$ cat src/rtl/queue_serializer.sv
// Pops one byte per period from an external queue and sends it LSB first as strobed serial slots, then idles GAP_CYCLES.
// Define QUEUE_SER_PARITY_EN to append an even-parity ninth slot; queue inputs are ignored while a byte is in flight.
module queue_serializer #(
  parameter int STROBE_CYCLES = 10,
  parameter int GAP_CYCLES    = 30
) (
  input  logic       clock,
  input  logic       reset,
  input  logic       enable_in,
  input  logic [3:0] len_in,
  input  logic [7:0] data_in,
  output logic       dequeue_out,
  output logic       data_out,
  output logic       write_out,
  output logic       busy_out
);

`ifdef QUEUE_SER_PARITY_EN
  localparam int NUM_BITS = 9;
`else
  localparam int NUM_BITS = 8;
`endif
  localparam int MAX_CYC = (STROBE_CYCLES > GAP_CYCLES) ? STROBE_CYCLES : GAP_CYCLES;
  localparam int CNT_W   = (MAX_CYC > 1) ? $clog2(MAX_CYC) : 1;
  localparam logic [CNT_W-1:0] STROBE_LAST = CNT_W'(STROBE_CYCLES - 1);
  localparam logic [CNT_W-1:0] GAP_LAST    = CNT_W'(GAP_CYCLES - 1);
  localparam logic [3:0]       IDX_LAST    = 4'(NUM_BITS - 1);

  typedef enum logic [2:0] {
    IDLE   = 3'd0,
    FETCH  = 3'd1,
    BIT_HI = 3'd2,
    BIT_LO = 3'd3,
    GAP    = 3'd4
  } state_t;

  state_t           state_q, state_d;
  logic [CNT_W-1:0] cnt_q, cnt_d;
  logic [3:0]       idx_q, idx_d;
  logic [7:0]       shreg_q, shreg_d;
  logic             data_q, data_d;
  logic             armed_q;
  logic             cnt_done;
  logic             slot_bit;
`ifdef QUEUE_SER_PARITY_EN
  logic             par_q, par_d;
`endif

  always_ff @(posedge clock) begin
    if (reset) begin
      state_q <= IDLE;
    end else begin
      state_q <= state_d;
    end
  end

  always_comb begin
    cnt_done = 1'b0;
    case (state_q)
      BIT_HI, BIT_LO: cnt_done = (cnt_q == STROBE_LAST);
      GAP:            cnt_done = (cnt_q == GAP_LAST);
      default:        cnt_done = 1'b0;
    endcase
  end

  // armed_q holds off the first fetch for one full cycle after reset is released
  always_comb begin
    state_d = state_q;
    case (state_q)
      IDLE: begin
        if (armed_q && enable_in && (len_in != 4'd0)) state_d = FETCH;
      end
      FETCH: state_d = BIT_HI;
      BIT_HI: begin
        if (cnt_done) state_d = BIT_LO;
      end
      BIT_LO: begin
        if (cnt_done) state_d = (idx_q == IDX_LAST) ? GAP : BIT_HI;
      end
      GAP: begin
        if (cnt_done) state_d = IDLE;
      end
      default: state_d = IDLE;
    endcase
  end

  always_comb begin
    dequeue_out = 1'b0;
    write_out   = 1'b0;
    busy_out    = 1'b0;
    data_out    = 1'b0;
    if (!reset) begin
      dequeue_out = (state_q == FETCH);
      write_out   = (state_q == BIT_HI);
      busy_out    = (state_q != IDLE);
      data_out    = data_q;
    end
  end

  always_comb begin
    cnt_d   = '0;
    idx_d   = idx_q;
    shreg_d = shreg_q;
    if ((state_d == state_q) && (state_q inside {BIT_HI, BIT_LO, GAP})) begin
      cnt_d = cnt_q + CNT_W'(1);
    end
    if (state_q == FETCH) begin
      shreg_d = data_in;
      idx_d   = 4'd0;
    end else if ((state_q == BIT_LO) && (state_d == BIT_HI)) begin
      idx_d = idx_q + 4'd1;
    end
  end

`ifdef QUEUE_SER_PARITY_EN
  always_comb begin
    par_d = par_q;
    if (state_q == FETCH) par_d = ^data_in;
  end

  assign slot_bit = (idx_d == 4'd8) ? par_d : shreg_d[idx_d[2:0]];
`else
  assign slot_bit = shreg_d[idx_d[2:0]];
`endif

  // data_out only moves on entry to a new strobe-high slot
  always_comb begin
    data_d = data_q;
    if ((state_d == BIT_HI) && (state_q != BIT_HI)) data_d = slot_bit;
  end

  always_ff @(posedge clock) begin
    if (reset) begin
      cnt_q   <= '0;
      idx_q   <= 4'd0;
      shreg_q <= 8'h00;
      data_q  <= 1'b0;
      armed_q <= 1'b0;
    end else begin
      cnt_q   <= cnt_d;
      idx_q   <= idx_d;
      shreg_q <= shreg_d;
      data_q  <= data_d;
      armed_q <= 1'b1;
    end
  end

`ifdef QUEUE_SER_PARITY_EN
  always_ff @(posedge clock) begin
    if (reset) begin
      par_q <= 1'b0;
    end else begin
      par_q <= par_d;
    end
  end
`endif

endmodule

$ cat config.mk
export PLATFORM = sky130hd
export DESIGN_NAME = queue_serializer
export DESIGN_NICKNAME = d
export VERILOG_FILES = /design/src/rtl/queue_serializer.sv
export SDC_FILE = /design/constraint.sdc
export NUM_CORES = 1
export LEC_CHECK = 0
export CORE_MARGIN = 8
export CORE_UTILIZATION = 50
export CTS_CLUSTER_DIAMETER = 30
export DETAILED_ROUTE_END_ITERATION = 7
export DONT_BUFFER_PORTS = 1
export SLEW_MARGIN = 15
export SYNTH_ARGS = -nofsm -noshare
export SYNTH_HDL_FRONTEND = slang
export SYNTH_SLANG_ARGS = --single-unit
$ cat constraint.sdc
create_clock -name clock -period 6.8 [get_ports clock]
set_input_delay 0.34 -clock clock [delete_from_list [all_inputs] [get_ports clock]]
set_output_delay 0.34 -clock clock [all_outputs]
set_load 0.1 [all_outputs]
==> results.sh, run 1 <==
export IMPL_status="completed"
export IMPL_slew_viol_final=0
export IMPL_die_area_mm2=0.00411
export IMPL_synth_edf_count=0
export IMPL_final_seq_area_um2=440
export IMPL_critical_path_class="register to output port"
export IMPL_synth_warnings=0
export IMPL_clock_fmax_mhz=380
export IMPL_ioPinCount=19
export IMPL_synth_yosys_seq_area_share_pct=38.1
export IMPL_synth_most_common_cell="dfxtp_1"
export IMPL_route_met2_wl_mm=1.10
export IMPL_rsz0062_at_grt="false"
export IMPL_synth_cell_types=42
export IMPL_ctsLongestPathBuffers=2
export IMPL_drive_gt1_share_pct=10.2
export IMPL_top_layer_used="met4"
export IMPL_power_leakage_nw=0.453
export IMPL_synthCells=139
export IMPL_grt_pass1_wl_mm=3.91
export IMPL_worst_slew_pin_transition_ns=1.06
export IMPL_synth_adder_area_share_pct=3.25
export IMPL_path_delay_family="simple AND/OR/NAND/NOR gates"
export IMPL_syn_avg_cell_area_um2=8.32
export IMPL_synth_compound_area_share_pct=14.8
export IMPL_synth_area_leaders="dfxtp_1 (38%), nand2_1 (6.8%), a21oi_1 (6.1%)"
export IMPL_htreeDepth=1
export IMPL_synth_common_cells="dfxtp_1 (22), nand2_1 (21), nor2_1 (16)"
export IMPL_gr_total_overflow=0
export IMPL_cap_violations=0
export IMPL_num_fill_cells=203
export IMPL_multi_input_area_um2=684
export IMPL_min_period_over_period_pct=38.7
export IMPL_root_buffer="clkbuf_4"
export IMPL_synth_top_cell_area_share_pct=38.1
export IMPL_dr_pass1_iters=4
export IMPL_core_area_mm2=0.00219
export IMPL_antenna_found_initial=0
export IMPL_gp_congestion=0.743
export IMPL_syn_num_nets=157
export IMPL_synth_top_area_cell="dfxtp_1"
export IMPL_cp_cell_sequence="nor2b_1, nand2b_1, nor2_2"
export IMPL_power_total_w=0.000215
export IMPL_syn_area_mm2=0.00116
export IMPL_wl_per_cell_um=13.9
export IMPL_timing_critical_path_buf_inv=0
export IMPL_arrival_ns=2.29
export IMPL_synth_top_family_by_area="simple AND/OR/NAND/NOR gates"
export IMPL_hold_class="input pin to register"
export IMPL_crit_fanout=10
export IMPL_vias_per_cell=5.70
export IMPL_async_reset_ff_share_pct=0
export IMPL_die_y_um=64.1
export IMPL_routed_wl_mm=2.29
export IMPL_critical_path_slowest_cell="nor2_2"
export IMPL_met1_length_mm=1.00
export IMPL_dr_wl_met3_um=160
export IMPL_hpwlAfterDp_mm=1.74
export IMPL_drt_iter0_markers=28
export IMPL_end_kind="output port"
export IMPL_cts_tree="built"
export IMPL_placementRows=17
export IMPL_cts_clk_slew_worst_paths_ns=0.11
export IMPL_final_core_util_pct=55.8
export IMPL_finalHoldViolCount=0
export IMPL_cts_num_sinks=22
export IMPL_synthFlopType="dfxtp_1"
export IMPL_cts_made_buffers=3
export IMPL_finalSetupViolCount=0
export IMPL_final_nets=157
export IMPL_clock_skew_ns=0.00274
export IMPL_synthSimpleGateAreaFrac_pct=30.6
export IMPL_fin_crit_ns=2.63
export IMPL_power_per_cell_area_mw_per_mm2=176
export IMPL_synthXorXnorAreaFrac_pct=6.17
export IMPL_critPathRequiredTime_ns=6.46
export IMPL_startpoint_type="register"
export IMPL_initial_core_util_pct=52.8
export IMPL_ys_ff_latch=22
export IMPL_ant_nets=0
export IMPL_grt_pass1_vias=918
export IMPL_post_cts_setup_buffer_count=0
export IMPL_dr_total_vias=941
export IMPL_synth_mux_area_fraction_pct=3.14
export IMPL_postCtsHoldBufs=0
export IMPL_die_w_um=64.1
export IMPL_peakVddDrop_v=0.000132
export IMPL_areaGrowthSynthToFinish_pct=5.74
export IMPL_diodes=0
export IMPL_drc=0
export IMPL_io_buffers=0
export IMPL_postCtsResizedCells=0
export IMPL_grtUsageTotal_pct=11.7
export IMPL_tns_ns=0
export IMPL_grt_max_degree=22
export IMPL_slowest_delay_ns=0.88
export IMPL_slew_limit_headroom_pct=29.3
export IMPL_clkLatencyLatePin_ns=0.31
-- area by class of cell --
class                      count  share of cell area (%)
multi-input combinational    108                    56.0
sequential                    22                    36.0
timing repair buffer           2                    2.66
tap                           28                    2.87
clock buffer                   3                    1.84
inverter                       2                   0.614
-- flip-flops by register name (all words and copies together), names as in the netlist --
register  cells
armed_q       1
cnt_q         5
data_q        1
idx_q         4
shreg_q       8
state_q       3
-- power breakdown --
| group | switching [W] | leakage, nW | internal [W] | total [W] |
|---|---|---|---|---|
| combinational | 0.0000139 | 0.261 | 0.00000715 | 0.0000210 |
| sequential | 0.00000306 | 0.178 | 0.000132 | 0.000135 |
| clock | 0.0000385 | 0.0138 | 0.0000208 | 0.0000593 |
-- cells in the final DEF, fill, tap and decap left out, types with 2 or more instances in the layout --
| cell type | n |
|---|---|
| nor2b_1 | 3 |
| xor2_1 | 4 |
| ha_1 | 3 |
| dfxtp_1 | 22 |
| a21oi_1 | 14 |
| o211ai_1 | 3 |
| nor3_1 | 7 |
| inv_1 | 2 |
| nand2_1 | 21 |
| nor2_1 | 14 |
| clkbuf_4 | 3 |
| and3_1 | 2 |
| nor2_2 | 2 |
| nand2b_1 | 4 |
| o21ai_0 | 2 |
| nand3_1 | 4 |
-- layer usage --
| layer | track usage [%] | vias to the layer above |
|---|---|---|
| met1 | 12.2 | 432 |
| met5 | 0 | - |
| met2 | 20.3 | 20 |
| met3 | 5.75 | 2 |
| met4 | 3.34 | 0 |
| li1 | - | 487 |
-- per-stage QoR --
stage                     instances  hold WS (ns)  area (µm²)  worst slack, ns
final                           165        0.0784        1220             4.17
after global routing            165        0.0555        1220             4.01
after CTS                       165        0.0624        1220             4.13
after detailed placement        162         0.416        1200             4.29
after global placement          162         0.413        1200             4.39
after floorplan                 139         0.415        1160             2.70
-- path summary, 6_finish.rpt --
kind	startpoint	to	slack [ns]	cells past startpoint
hold reg to reg	shreg_q[2]	shreg_q[2]	0.46	2
hold / removal	reset	state_q[2]	0.08	1
setup / recovery	state_q[0]	dequeue_out	4.17	3
setup reg to reg	idx_q[0]	data_q	4.26	7
-- cells by family after synthesis --
kind of cell / count (synthesis)
AOI/OAI and AO/OA: 27
xor gates and xnor gates: 6
adders and majority gates: 3
buffers and inverters: 9
DFF: 22
muxes: 3
and+or+nand+nor: 69
No activity file was read; power rests on OpenSTA's default activity.
==> inputs of run 2 (changes only) <==
--- a/config.mk
+++ b/config.mk
@@ -5,6 +5,7 @@
 export SDC_FILE = /design/constraint.sdc
 export NUM_CORES = 1
 export LEC_CHECK = 0
+export ABC_AREA = 1
 export CORE_MARGIN = 8
 export CORE_UTILIZATION = 50
 export CTS_CLUSTER_DIAMETER = 30
==> constraint.sdc (replaced) <==
create_clock -name clock -period 2.5 [get_ports clock]
set_input_delay 0.125 -clock clock [delete_from_list [all_inputs] [get_ports clock]]
set_output_delay 0.125 -clock clock [all_outputs]
set_load 0.1 [all_outputs]
==> results.sh, run 2 <==
export IMPL_largest_reg_flops=8
export IMPL_core_area_mm2=0.00241
export IMPL_grt_max_degree=19
export IMPL_dr_total_vias=1084
export IMPL_finalHoldViolCount=0
export IMPL_grt_pass1_vias=1101
export IMPL_regMostFlops="shreg_q"
export IMPL_areaGrowthSynthToFinish_pct=8.96
export IMPL_dr_pass1_iters=4
export IMPL_power_clock_fraction_pct=25.5
export IMPL_synth_common_cells="nor2_1 (34), inv_1 (27), dfxtp_1 (22)"
export IMPL_worst_slew_pin_transition_ns=0.584
export IMPL_grtUsageTotal_pct=12.9
export IMPL_final_nets=200
export IMPL_diodes=0
export IMPL_initial_core_util_pct=51.6
export IMPL_synthFlopType="dfxtp_1"
export IMPL_status="completed"
export IMPL_synth_yosys_seq_area_share_pct=35.4
export IMPL_synth_area_leaders="dfxtp_1 (35%), nor2_1 (10%), inv_1 (8.2%)"
export IMPL_placed_area_mm2=0.00132
export IMPL_syn_area_mm2=0.00124
export IMPL_drc=0
export IMPL_gr_total_overflow=0
export IMPL_fin_crit_ns=2.17
export IMPL_arrival_ns=2.39
export IMPL_clkLatencyLatePin_ns=0.30
export IMPL_power_frac_comb_pct=16.3
export IMPL_reg2reg_slack_ns=0.33
export IMPL_io_buffers=0
export IMPL_whs_ns=0.0246
export IMPL_multi_input_area_um2=693
export IMPL_worstHoldStart="data_in[3]"
export IMPL_drive_gt1_share_pct=20.6
export IMPL_cts_made_buffers=3
export IMPL_synth_top_cell_area_share_pct=35.4
export IMPL_clock_fmax_mhz=460
export IMPL_cts_num_sinks=22
export IMPL_die_w_um=65.9
export IMPL_antenna_found_initial=0
export IMPL_final_seq_area_um2=440
export IMPL_cts_clk_slew_worst_paths_ns=0.12
export IMPL_postCtsResizedCells=0
export IMPL_end_kind="register"
export IMPL_rsz0062_at_grt="false"
export IMPL_hpwlAfterDp_mm=2.01
export IMPL_cap_violations=0
export IMPL_synth_top_area_cell="dfxtp_1"
export IMPL_gp_congestion=0.927
export IMPL_layout_common_cells="nor2_1 (31), inv_1 (27), dfxtp_1 (22)"
export IMPL_die_y_um=65.9
export IMPL_finalSetupViolCount=0
export IMPL_p_int_w=0.000452
export IMPL_power_per_cell_area_mw_per_mm2=467
export IMPL_ctsLongestPathBuffers=2
export IMPL_critPathRequiredTime_ns=2.71
export IMPL_synth_cell_types=32
export IMPL_hold_class="input pin to register"
export IMPL_r2r_start="state_q[2]"
export IMPL_largest_registers="shreg_q (8), cnt_q (5), idx_q (4)"
export IMPL_power_frac_seq_pct=58.3
export IMPL_wl_per_cell_um=12.5
export IMPL_peakVddDrop_v=0.000372
export IMPL_htreeDepth=1
export IMPL_syn_num_nets=192
export IMPL_final_common_cell="nor2_1"
export IMPL_num_fill_cells=239
export IMPL_min_period_over_period_pct=86.9
export IMPL_die_area_mm2=0.00434
export IMPL_synth_most_common_cell="nor2_1"
export IMPL_slew_limit_headroom_pct=61.0
export IMPL_cts_tree="built"
export IMPL_power_leakage_nw=0.646
export IMPL_critical_path_class="register to register"
export IMPL_vias_per_cell=5.16
export IMPL_tns_ns=0
export IMPL_routed_wl_mm=2.62
export IMPL_grt_pass1_wl_mm=4.48
export IMPL_synthCells=174
export IMPL_switching_power_w=0.000181
export IMPL_ys_ff_latch=22
export IMPL_power_total_w=0.000632
export IMPL_slew_viol_final=0
export IMPL_clock_skew_ns=0.00530
export IMPL_async_reset_ff_share_pct=0
export IMPL_drt_iter0_markers=55
export IMPL_swShare_pct=28.6
export IMPL_placementRows=18
export IMPL_ioPinCount=19
export IMPL_r2r_cells=15
export IMPL_synth_warnings=0
export IMPL_ant_nets=0
export IMPL_startpoint_type="register"
export IMPL_final_core_util_pct=56.2
export IMPL_root_buffer="clkbuf_4"
export IMPL_r2r_end="data_q"
export IMPL_whs_path_depth=2
export IMPL_crit_fanout=8
export IMPL_final_cell_area_mm2=0.00135
export IMPL_hold_path_end="shreg_q[3]"
export IMPL_synth_edf_count=0
export IMPL_syn_avg_cell_area_um2=7.14
[run 2: cell types whose count changed after synthesis, sizes merged, moves of 4 or more]
cell and change:
inv +26, nor2 +21, a21oi -12, nand3 +10
or2 +9, o21ai +8, nand4 +6, nand2 +4
nand2b -4, nor2b -4
[run 2: critical path, stage by stage, from the launching register on]
cell and delay (ns):
dfxtp_1 0.49, inv_1 0.11, nand2_1 0.17, nand2_1 0.08
nand2_1 0.07, nor2_1 0.06, a21oi_2 0.24, nand3_4 0.15
o21ai_1 0.16, inv_1 0.07, nor2_1 0.08, nand2_1 0.09
nand3_1 0.12, nand3_1 0.07, nand2_1 0.07, inv_1 0.04
[run 2: how the worst max path moves through the flow]
stage          startpoint  cells after the start  slack, ns          end
6_report       state_q[2]                     15       0.33       data_q
5_1_grt        state_q[2]                     15       0.08       data_q
2_1_floorplan  state_q[2]                      7       0.43  dequeue_out
4_1_cts        state_q[2]                     15       0.33       data_q
3_5_place_dp   state_q[2]                     15       0.35       data_q
3_3_place_gp   state_q[2]                     15       0.44       data_q
[run 2: power groups by stage]
| stage | Combinational [W] | Clock (W) | Sequential (W) |
|---|---|---|---|
| floorplan | 0.0000847 | 0 | 0.000375 |
| global placement | 0.0000974 | 0 | 0.000376 |
| detailed placement | 0.0000984 | 0 | 0.000376 |
| CTS | 0.000103 | 0.000170 | 0.000369 |
| finish | 0.000103 | 0.000161 | 0.000368 |
| global route | 0.000114 | 0.000184 | 0.000370 |
[run 2: area by class of cell]
cell class,instances,share of cell area [%]
well taps,30,2.77
flip-flops and latches,22,32.5
inverters,28,7.76
clock buffers,3,1.66
repair buffers,7,4.07
multi-input cells,120,51.2
[run 2: layer usage]
metal  share of wire (%)  GRT usage (%)  vias up
met5                   0              0        -
met4                 1.9           7.08        0
met3                 4.8           3.05        5
met2                  46           20.0       24
met1                  47           16.1      492
li1                    -              -      563
[run 2: timing repair]
action	4_1_cts	5_1_grt
hold endpoints to repair	15	0
hold buffers	1	0
setup buffers	0	0
[run 2: logic make-up after synthesis]
family / count (synthesis) / share of synthesized area [%]
AND/OR/NAND/NOR: 98 / 41.7
adder cells (fa/ha/maj): 3 / 3.02
flip-flops: 22 / 35.4
XOR/XNOR: 3 / 2.12
buffers and inverters: 32 / 10.3
AO/OA/AOI/OAI: 16 / 7.45
[run 2: through the flow]
| step | std cells | setup slack, ns |
|---|---|---|
| 3_5_place_dp | 206 | 0.346 |
| 4_1_cts | 210 | 0.329 |
| 5_1_grt | 210 | 0.0769 |
| 2_1_floorplan | 174 | 0.427 |
| 3_3_place_gp | 206 | 0.439 |
| 6_report | 210 | 0.328 |
==> inputs of run 3 (changes only) <==
--- a/config.mk
+++ b/config.mk
@@ -11,6 +11,7 @@
 export CTS_CLUSTER_DIAMETER = 30
 export DETAILED_ROUTE_END_ITERATION = 7
 export DONT_BUFFER_PORTS = 1
+export RECOVER_POWER = 100
 export SLEW_MARGIN = 15
 export SYNTH_ARGS = -nofsm -noshare
 export SYNTH_HDL_FRONTEND = slang
==> results.sh, run 3 (synthesis gave the netlist of run 2 again) <==
export IMPL_status="completed"
export IMPL_tns_ns=0
export IMPL_ioPinCount=19
export IMPL_crit_fanout=8
export IMPL_dp_cells=206
export IMPL_slew_limit_headroom_pct=22.4
export IMPL_antenna_found_initial=0
export IMPL_r2r_end="data_q"
export IMPL_end_kind="register"
export IMPL_wl_per_cell_um=12.6
export IMPL_root_buffer="clkbuf_4"
export IMPL_final_seq_area_um2=440
export IMPL_postCtsHoldBufs=1
export IMPL_place_ws_ns=0.346
export IMPL_dr_pass1_iters=4
export IMPL_io_buffers=0
export IMPL_power_per_cell_area_mw_per_mm2=472
export IMPL_largest_registers="shreg_q (8), cnt_q (5), idx_q (4)"
export IMPL_crit_start="state_q[2]"
export IMPL_die_w_um=65.9
export IMPL_final_cell_area_mm2=0.00133
export IMPL_vias_per_cell=5.17
export IMPL_peakVddDrop_v=0.000371
export IMPL_clock_fmax_mhz=451
export IMPL_r2r_cells=13
export IMPL_min_period_over_period_pct=88.7
export IMPL_grt_pass1_vias=1101
export IMPL_die_y_um=65.9
export IMPL_hold_class="input pin to register"
export IMPL_postCtsResizedCells=0
export IMPL_worst_slew_pin_transition_ns=1.17
export IMPL_worst_slack_ns=0.283
export IMPL_layout_common_cells="nor2_1 (31), inv_1 (27), dfxtp_1 (22)"
export IMPL_drc=0
export IMPL_regMostFlops="shreg_q"
export IMPL_dr_total_vias=1085
export IMPL_worstHoldStart="data_in[3]"
export IMPL_ctsLongestPathBuffers=2
export IMPL_fin_crit_ns=2.22
export IMPL_cap_violations=0
export IMPL_cp_cell_sequence="inv_1, nand2_1, nand2_1, nand2_1, nor2_1, a21oi_2, nand4_1, nand4_1, nand3_1, nand3_1, nand3_1, nand2_1, inv_1"
export IMPL_r2r_start="state_q[2]"
export IMPL_diodes=0
export IMPL_drt_iter0_markers=42
export IMPL_grtUsageTotal_pct=12.9
export IMPL_largest_reg_flops=8
export IMPL_arrival_ns=2.43
export IMPL_placed_area_mm2=0.00132
export IMPL_clkLatencyLatePin_ns=0.30
export IMPL_gr_total_overflow=0
export IMPL_initial_core_util_pct=51.6
export IMPL_cts_made_buffers=3
export IMPL_finalSetupViolCount=0
export IMPL_instances_no_fill=210
export IMPL_cts_num_sinks=22
export IMPL_slew_viol_final=0
export IMPL_slowest_delay_ns=0.49
export IMPL_critical_path_class="register to register"
export IMPL_crit_top_cell="nand2_1"
export IMPL_finalHoldViolCount=0
export IMPL_num_fill_cells=244
export IMPL_die_area_mm2=0.00434
export IMPL_crit_path_end="data_q"
export IMPL_rsz0062_at_grt="false"
export IMPL_startpoint_type="register"
export IMPL_hpwlAfterDp_mm=2.01
export IMPL_core_area_mm2=0.00241
export IMPL_clock_skew_ns=0.00498
export IMPL_power_leakage_nw=0.627
export IMPL_cts_clk_slew_worst_paths_ns=0.12
export IMPL_routed_wl_mm=2.64
export IMPL_gp_congestion=0.927
export IMPL_multi_input_area_um2=684
export IMPL_reg2reg_slack_ns=0.28
export IMPL_htreeDepth=1
export IMPL_cts_tree="built"
export IMPL_post_cts_setup_buffer_count=0
export IMPL_critical_path_slowest_cell="dfxtp_1"
export IMPL_ant_nets=0
export IMPL_critPathRequiredTime_ns=2.71
export IMPL_areaGrowthSynthToFinish_pct=7.35
export IMPL_placementRows=18
export IMPL_grt_pass1_wl_mm=4.48
export IMPL_final_common_cell="nor2_1"
export IMPL_grt_max_degree=19
export IMPL_final_nets=200
export IMPL_drive_gt1_share_pct=18.9
## run 3: worst min path at each step
stage | end | slack (ns) | depth (start not counted)
floorplan | shreg_q[0] | 0.32 | 2
detailed placement | shreg_q[1] | 0.20 | 1
global route | shreg_q[3] | 0.03 | 2
finish | shreg_q[3] | 0.02 | 2
CTS | shreg_q[3] | 0.01 | 2
global placement | shreg_q[6] | 0.20 | 1
## run 3: layer usage
| layer | share of wire (%) | global-route usage, % | up-vias |
|---|---|---|---|
| met3 | 5.2 | 3.05 | 5 |
| li1 | - | - | 561 |
| met5 | 0 | 0 | - |
| met2 | 46 | 20.0 | 30 |
| met1 | 47 | 16.1 | 489 |
| met4 | 1.8 | 7.08 | 0 |
## run 3: where the power goes
group / leakage (nW) / total (W) / switching (W) / internal [W]
sequential: 0.179 / 0.000369 / 0.00000638 / 0.000362
combinational: 0.435 / 0.0000999 / 0.0000689 / 0.0000310
clock: 0.0138 / 0.000161 / 0.000105 / 0.0000562
## run 3: area by class of cell
class	instances	share of cell area, %
Clock buffer	3	1.69
Tap cell	30	2.81
Inverter	28	7.88
Sequential cell	22	33.0
Timing Repair Buffer	7	3.28
Multi-Input combinational cell	120	51.3
## run 3: through the flow
step / total power (W) / hold WS, ns / util [%]
floorplan: 0.000459 / 0.321 / -
global placement: 0.000473 / 0.201 / 54.8
detailed placement: 0.000475 / 0.202 / 54.8
CTS: 0.000642 / 0.0140 / 56.2
global route: 0.000665 / 0.0251 / 55.3
finish: 0.000630 / 0.0233 / 55.3
## run 3: worst max-delay path, delay by kind of cell (launching register included)
kind / cells / cell delay [ns]
flops: 1 / 0.49
simple gates: 10 / 1.27
compound gates: 1 / 0.23
buf+inv: 2 / 0.15
